$ cat src/rtl/hpdcache_pkg.sv
`default_nettype none
// ============================================================================
// hpdcache_pkg : shared types for the HPDcache request arbiters
// Revision 1.0
// ============================================================================
package hpdcache_pkg;

    typedef enum logic {
        HPDCACHE_ARB_FIXED = 1'b0,
        HPDCACHE_ARB_RR    = 1'b1
    } hpdcache_arb_mode_e;

endpackage
`default_nettype wire

$ cat src/rtl/hpdcache_prio_1hot_encoder.sv
`default_nettype none
// ============================================================================
// hpdcache_prio_1hot_encoder : keeps only the lowest set bit of the input
// Revision 1.0
// ============================================================================
module hpdcache_prio_1hot_encoder #(
    parameter int unsigned N = 2
) (
    input  logic [N-1:0] val_i,
    output logic [N-1:0] val_o
);

    // Two's complement isolates the least significant set bit.
    assign val_o = val_i & (-val_i);

endmodule
`default_nettype wire

$ cat src/rtl/hpdcache_mxarb.sv
`default_nettype none
// ============================================================================
// hpdcache_mxarb : fixed-priority / round-robin arbiter with grant hold and
//                  optional anti-starvation promotion
// Revision 1.0
// ============================================================================
module hpdcache_mxarb
    import hpdcache_pkg::*;
#(
    parameter int unsigned N            = 2,
    parameter int unsigned STARVE_LIMIT = 0,
    parameter int unsigned IDXW         = (N > 1) ? $clog2(N) : 1
) (
    input  logic               clk_i,
    input  logic               rst_ni,
    input  hpdcache_arb_mode_e mode_i,
    input  logic [N-1:0]       req_i,
    input  logic               ready_i,
    output logic [N-1:0]       gnt_o,
    output logic [IDXW-1:0]    gnt_idx_o,
    output logic               gnt_valid_o
);

    logic            r_wait;
    logic [N-1:0]    r_gnt;
    logic [IDXW-1:0] r_ptr;
    logic [N-1:0]    w_starved;
    logic [N-1:0]    w_starve_gnt;
    logic [N-1:0]    w_fix_gnt;
    logic [N-1:0]    w_rr_gnt;
    logic [IDXW-1:0] w_idx;
    logic            w_accept;

    assign w_accept = gnt_valid_o & ready_i;

    hpdcache_prio_1hot_encoder #(.N(N)) u_enc_fix (
        .val_i (req_i),
        .val_o (w_fix_gnt)
    );

    hpdcache_prio_1hot_encoder #(.N(N)) u_enc_starve (
        .val_i (w_starved),
        .val_o (w_starve_gnt)
    );

    generate
        if (N > 1) begin : g_rr
            logic [N-1:0]   w_lo_mask;
            logic [2*N-1:0] w_rr_vec;
            logic [2*N-1:0] w_rr_1hot;

            always_comb begin
                w_lo_mask = '0;
                for (int i = 0; i < N; i++) begin
                    w_lo_mask[i] = (IDXW'(i) < r_ptr);
                end
            end

            // Low half holds requests at/after the pointer; the upper copy
            // supplies the wrapped-around winner when the low half is empty.
            assign w_rr_vec = {req_i, req_i & ~w_lo_mask};

            hpdcache_prio_1hot_encoder #(.N(2*N)) u_enc_rr (
                .val_i (w_rr_vec),
                .val_o (w_rr_1hot)
            );

            assign w_rr_gnt = w_rr_1hot[N-1:0] | w_rr_1hot[2*N-1:N];

            always_ff @(posedge clk_i or negedge rst_ni) begin
                if (!rst_ni) begin
                    r_ptr <= '0;
                end else if (w_accept) begin
                    r_ptr <= (w_idx == IDXW'(N-1)) ? '0 : w_idx + 1'b1;
                end
            end
        end else begin : g_no_rr
            assign w_rr_gnt = req_i;
            assign r_ptr    = '0;
        end
    endgenerate

    generate
        if (STARVE_LIMIT > 0) begin : g_age
            localparam int unsigned CW = $clog2(STARVE_LIMIT + 1);
            localparam logic [CW-1:0] C_LIMIT = CW'(STARVE_LIMIT);
            logic [CW-1:0] r_cnt [N];

            always_comb begin
                w_starved = '0;
                for (int i = 0; i < N; i++) begin
                    w_starved[i] = req_i[i] && (r_cnt[i] == C_LIMIT);
                end
            end

            always_ff @(posedge clk_i or negedge rst_ni) begin
                if (!rst_ni) begin
                    for (int i = 0; i < N; i++) r_cnt[i] <= '0;
                end else begin
                    for (int i = 0; i < N; i++) begin
                        if (!req_i[i] || (w_accept && gnt_o[i])) begin
                            r_cnt[i] <= '0;
                        end else if (w_accept && (r_cnt[i] != C_LIMIT)) begin
                            r_cnt[i] <= r_cnt[i] + 1'b1;
                        end
                    end
                end
            end
        end else begin : g_no_age
            assign w_starved = '0;
        end
    endgenerate

    always_comb begin
        if (r_wait) begin
            gnt_o = r_gnt;
        end else if (|w_starved) begin
            gnt_o = w_starve_gnt;
        end else if (mode_i == HPDCACHE_ARB_RR) begin
            gnt_o = w_rr_gnt;
        end else begin
            gnt_o = w_fix_gnt;
        end
    end

    always_comb begin
        w_idx = '0;
        for (int i = 0; i < N; i++) begin
            if (gnt_o[i]) w_idx = w_idx | IDXW'(i);
        end
    end

    assign gnt_idx_o   = (N > 1) ? w_idx : '0;
    assign gnt_valid_o = |gnt_o;

    // A grant not taken immediately is frozen until the consumer accepts it.
    always_ff @(posedge clk_i or negedge rst_ni) begin
        if (!rst_ni) begin
            r_wait <= 1'b0;
            r_gnt  <= '0;
        end else if (w_accept) begin
            r_wait <= 1'b0;
            r_gnt  <= '0;
        end else if (gnt_valid_o && !r_wait) begin
            r_wait <= 1'b1;
            r_gnt  <= gnt_o;
        end
    end

`ifndef SYNTHESIS
    a_gnt_onehot0 : assert property (@(posedge clk_i) disable iff (!rst_ni)
        $onehot0(gnt_o));
    a_gnt_q_stable : assert property (@(posedge clk_i) disable iff (!rst_ni)
        r_wait |=> (!r_wait || $stable(r_gnt)));
    a_idx_consistent : assert property (@(posedge clk_i) disable iff (!rst_ni)
        (gnt_o == '0) ? (gnt_idx_o == '0) : gnt_o[gnt_idx_o]);
`endif

endmodule
`default_nettype wire

$ cat config.mk
export PLATFORM = sky130hd
export DESIGN_NAME = hpdcache_mxarb
export DESIGN_NICKNAME = d
export VERILOG_FILES = /design/src/rtl/hpdcache_pkg.sv /design/src/rtl/hpdcache_prio_1hot_encoder.sv /design/src/rtl/hpdcache_mxarb.sv
export SDC_FILE = /design/constraint.sdc
export NUM_CORES = 1
export LEC_CHECK = 0
export CORE_AREA = 2 2 39 41
export CTS_CLUSTER_SIZE = 28
export DETAILED_ROUTE_END_ITERATION = 10
export DIE_AREA = 0 0 41 43
export SETUP_SLACK_MARGIN = 0.02
export SLEW_MARGIN = 20
export SYNTH_ARGS = -nofsm -noshare
export SYNTH_HDL_FRONTEND = slang
export SYNTH_SLANG_ARGS = --single-unit
$ cat constraint.sdc
create_clock -name clk_i -period 1.32 [get_ports clk_i]
set_input_delay 0.33 -clock clk_i [delete_from_list [all_inputs] [get_ports clk_i]]
set_output_delay 0.33 -clock clk_i [all_outputs]
set_load 0.05 [all_outputs]
# Word-level counts from Yosys, hierarchy flattened
# Index checks and enable logic that the tools add are counted.
word_totals:
  regBits: 4
  input_bits: 6
  out_inout_bits: 4
  wordCells: 26
op_classes:
  n_addsub: 3
  magnitude_cmp: 2
  mux: 8
  bitwise: 6
  n_reduce_logical: 4
ops:
  columns: ["cell", "n"]
  rows:
  - ["2-bit 2-to-1 mux", 4]
  - ["2-bit bitwise AND", 2]
  - ["4-bit bitwise AND", 1]
  - ["1-bit 2-to-1 mux", 4]
  - ["4-bit negation", 1]
  - ["1-bit less-than comparator (first input constant)", 2]
  - ["2-bit negation", 1]
  - ["2-bit NOT", 1]
  - ["2-bit bitwise OR", 1]
  - ["2-bit nonzero test", 1]
  - ["2-bit OR reduction", 1]
  - ["1-bit adder (second input constant)", 1]
  - ["1-bit bitwise AND", 1]
  - ["1-bit logical AND", 1]
  - ["1-bit logical NOT", 1]

# Depth between registers and ports, before layout
logic_depth:
  ltp_word: 12
  mapped_depth: 4
  mapped_depth_nobuf: 3

# Cells and area by module
# Synthesis repeated with hierarchy kept, for this count alone.
hier_totals:
  cells_unflattened: 33
  area_unflattened_um2: 345.3
by_module_without_submodules:
  columns: ["mod", "n_inst", "cells_each", "area_each_um2"]
  rows:
  - ["hpdcache_mxarb", 1, 27, 285.3]
  - ["hpdcache_prio_1hot_encoder (g_rr.u_enc_rr)", 1, 4, 38.8]
  - ["hpdcache_prio_1hot_encoder (u_enc_fix)", 1, 2, 21.3]

# Worst setup path after synthesis
# Ideal clock, no wire load.
synth_path:
  path_type: "reg2out"
  from: "reg r_wait"
  to: "out gnt_o[1]"
  t_arrival_ns: 1.795
  slack_ns: -0.805
  stages_incl_launch_ff: 5
  n_path_buf: 2
  cell_sequence: "dfrtp_1 > buf_2 > mux2i_1 > a21oi_1 > buf_4"
synth_via:
  elab_chain_cells: 1
synth_lines:
  columns: ["element", "line_no", "text"]
  rows:
  - ["from (decl)", "hpdcache_mxarb.sv:24", "logic r_wait;"]
  - ["from (signal assigned)", "hpdcache_mxarb.sv:139", "r_wait <= 1'b0;"]
  - ["from (signal assigned)", "hpdcache_mxarb.sv:142", "r_wait <= 1'b0;"]
  - ["from (signal assigned)", "hpdcache_mxarb.sv:145", "r_wait <= 1'b1;"]
  - ["2-bit 2-to-1 mux", "hpdcache_mxarb.sv:115", "if (r_wait) begin"]
  - ["to (decl)", "hpdcache_mxarb.sv:19", "output logic [N-1:0] gnt_o,"]
# Every way passes these cells.

# Worst setup path after layout
layout_path:
  from: "reg r_wait"
  to: "out gnt_idx_o"
layout_via:
  elab_chain_cells: 2
layout_lines:
  columns: ["element", "line_no", "text"]
  rows:
  - ["2-bit 2-to-1 mux", "hpdcache_mxarb.sv:115", null]
  - ["1-bit 2-to-1 mux", "hpdcache_mxarb.sv:129", "if (gnt_o[i]) w_idx = w_idx | IDXW'(i);"]
  - ["to (decl)", "hpdcache_mxarb.sv:20", "output logic [IDXW-1:0] gnt_idx_o,"]
# Every way passes these cells.

==> results summary <==
The depth of the CTS H-tree came out at 1. The number of nets with antenna violations after routing is 0. The adder-cell area share of the yosys netlist is 0%. The number of inserted diodes is 0. Walking the worst path, the cells encountered are mux2i_2, a21oi_4, buf_12. The wire length of the first global-routing pass is ~1300 um.

The number of distinct standard cells referenced by the synthesized netlist came out at 19. The number of pins with negative max-slew slack in the final report is 0. The detailed router placed a little over 300 vias in this run. After routing the design area is about 550 um^2. The number of synthesized flops with an enable pin came out at 0.

In the finished design, the share of the clock period the worst path needs comes to 119.4%. The number of buffers added to fix hold violations after cts came out at 0. Summed over all layers, the routed wires come to 707 um. The standard-cell row count came out at 14. Setup repair after global routing could not meet its margin everywhere.

The critical register-to-register path startpoint is r_wait. The biggest fanout along the worst timing path came out at 5. Yosys attributes the largest share of cell area to dfrtp_1 38%, a21oi_1 5.8%, o21ai_0 5.8%.

The effective utilization at floorplan is a little under a fifth. The fraction of post-synthesis cell area in the top cell type by area is 38.46%. The via count of the first global-routing pass is around 320. The post-synthesis to final-layout area growth is 112.5%. The share of cells above drive strength 1 came out at between 50% and 60%.

The cell count after synthesis came out at 32. The post-detailed-route via-to-cell ratio came out at 4.642. TritonCTS built the clock tree. The floorplan step set the die height to 43 um. At the end of routability-driven placement, the weighted congestion stood at roughly 0.8. The proportion of synthesized chip area in sequential cells is between 30% and 40%. The worst setup path startpoint is r_wait.

The first-iteration detailed-routing DRC count came out at 5. The number of optimization iterations in the first detailed-route pass is 4. dfrtp_1 takes more of the synthesized area than any other cell. The cell area power density came out at 1416 nW/um^2. In the final routed layout, each cell accounts on average for between 10 and 15 um. The number of buffers created by CTS is 3.

The clock transition at the registers of the reported paths is 0.04 ns. The number of clock sinks is 4. In the synthesized netlist the async set-or-reset flop fraction comes to 100.0%. The warning count from the yosys run is 0. The number of instances in the placed design came out at ~60.

The post-synthesis simple-gate area fraction came out at a little under a quarter. For the worst setup path, the data required time is a little under 1 ns. The number of antenna violations at the first check in global routing was 0. STA classifies the critical path startpoint as a flop. The area of the placeable core came out at ~1400 um^2. The compound-cell area share of the yosys netlist is 27.88%. Derived from the worst setup path, the maximum achievable clock frequency is 0.6345 GHz.

Across the run, the number of max-cap violations was 0. The die is just over 40 um wide. The largest net degree at the start of global routing came out at 7. At the pin with the least slew margin, the transition time is 0.2343 ns. The share of the synthesized netlist area taken by xor and xnor gates is 0%.

The cell area after placement came out at around 470 um^2. Measured against the total synthesized area, the mux share comes to under 10%. The longest individual stage delay on the worst path is roughly 0.44 ns. The kind of cell with the highest combined delay along the critical path is flip-flops. Once detailed placement completed, the half-perimeter wirelength came to 513.5 um. After global routing the overflow that remains totals 0. Each instance of the synthesized netlist takes up on average about 8.1 um^2.

The checks that failed: setup timing. The critical path data arrival time came out at approximately 1.3 ns. The minimum setup slack in the final design is -0.2559 ns. The number of buffer and inverter instances along the worst setup path came out at 1. The post-synthesis instance area came out at roughly 260 um^2. The run finished, with violations left.

The worst IR drop on VDD came out at 0.5368 mV. Setup total negative slack on the finished layout was measured at -0.8408 ns. The final-stage net count came out at 59. The die covers between 1500 and 2000 um^2.

The relative max-transition margin came out at 84.07%. The commonest cells after synthesis are 4 x dfrtp_1, 4 x nand2_1, 3 x a21oi_1, 3 x nor2_1, 3 x o21ai_0. The leakage power of the design is 0.2436 nW.

The worst slack at placement is -0.4430 ns. In the synthesized netlist the dominant register cell turns out to be dfrtp_1. Counting every net in the synthesized netlist gives 38. On the critical path, the stage with the largest delay is an instance of dfrtp_2.

The combinational family with the most area after synthesis is compound AO/OA/AOI/OAI gates. The largest clock skew in the final design came out at about 0.0013 ns. On the final layout, the worst hold slack is between 0.2 and 0.3 ns. Port buffering added 9 buffers. The non-filler instance count after layout came out at 67. The clock insertion delay at the later pin of the skew report came out at roughly 0.23 ns. The number of buffers between clock root and the deepest sink is 2.

The post-layout minimum cycle time is ~1.6 ns. The worst setup path is captured at a primary output. The DRC violation count after routing is 0. The number of hold violations in the final report is 0. The overall routing resource usage came out at between 10% and 20%. Setup violations remaining at the end of the flow were counted as 4. The root buffer cell is clkbuf_4. The worst setup path is of the reg -> out kind.

Pin placement for this block handled 10 I/O pins. The path class of the tightest hold or removal check is in -> async. The number of synthesized register bits came out at 4.
-- cell families after synthesis --
kind of cell | count (synthesis)
DFF | 4
and+or+nand+nor | 13
AOI/OAI and AO/OA | 11
muxes | 1
buffers and inverters | 3
-- sequential cells by signal, summed over array words and instances (netlist names) --
register	flops
r_gnt	2
r_ptr	1
r_wait	1
-- metal layers --
layer  track usage, %  vias to the layer above  share of wire (%)
met2            16.88                       12                 53
li1                 -                      154                  -
met3            6.283                        0                8.2
met1            12.54                      145                 38
met5                0                        -                  0
met4            6.000                        0                  0
-- final timing paths --
path	end	slack, ns	cells past startpoint
max reg2reg	r_ptr	0.15	4
min reg2reg	r_ptr	0.61	2
max	gnt_idx_o	-0.26	3
max in group asynchronous	r_wait	0.84	1
min in group clk_i	r_gnt[0]	0.44	2
min	r_gnt[0]	0.30	1
-- timing repair --
item	4_1_cts	5_1_grt
setup buffers	2	1
pin swaps	1	0
hold endpoints to repair	0	0
endpoints found under the setup margin	6	8
gates resized for setup	8	7
-- placed cells by master (no fill, tap or decap), types with 2 or more instances in the layout --
cell type      n
a21oi_4        2
buf_12         4
buf_4          8
clkbuf_4       3
dfrtp_1        3
dlygate4sd2_1  2
nand2_2        2
nand3_1        2
nor2_1         2
o21ai_0        3
-- power breakdown --
| part | switching [mW] | leakage (nW) | total (mW) | internal (mW) |
|---|---|---|---|---|
| Clock | 0.0470 | 0.0138 | 0.148 | 0.101 |
| Sequential | 0.0402 | 0.0478 | 0.193 | 0.153 |
| Combinational | 0.220 | 0.182 | 0.442 | 0.222 |
| Total | 0.307 | 0.244 | 0.783 | 0.476 |
-- per-stage QoR --
step | utilization, % | power [mW]
CTS | 37.34 | 0.7630
global placement | 33.91 | 0.5829
finish | 39.96 | 0.7830
detailed placement | 33.91 | 0.5820
floorplan | - | 0.4141
global route | 39.96 | 0.8354
-- worst reg2reg max path: stages, from the launching register on --
cell and delay (ns):
dfrtp_2 0.44, mux2i_2 0.18, a21oi_4 0.22, buf_4 0.15, a21oi_1 0.05
-- final cells by class --
class / count / area, um^2
timing repair buffer: 18 / 201.4
tap: 16 / 20.02
inverter: 1 / 3.754
sequential: 4 / 101.3
clock buffer: 3 / 22.52
fill: 139 / 830.8
multi-input combinational: 25 / 203.9
Power figures use the tool's default switching activity.
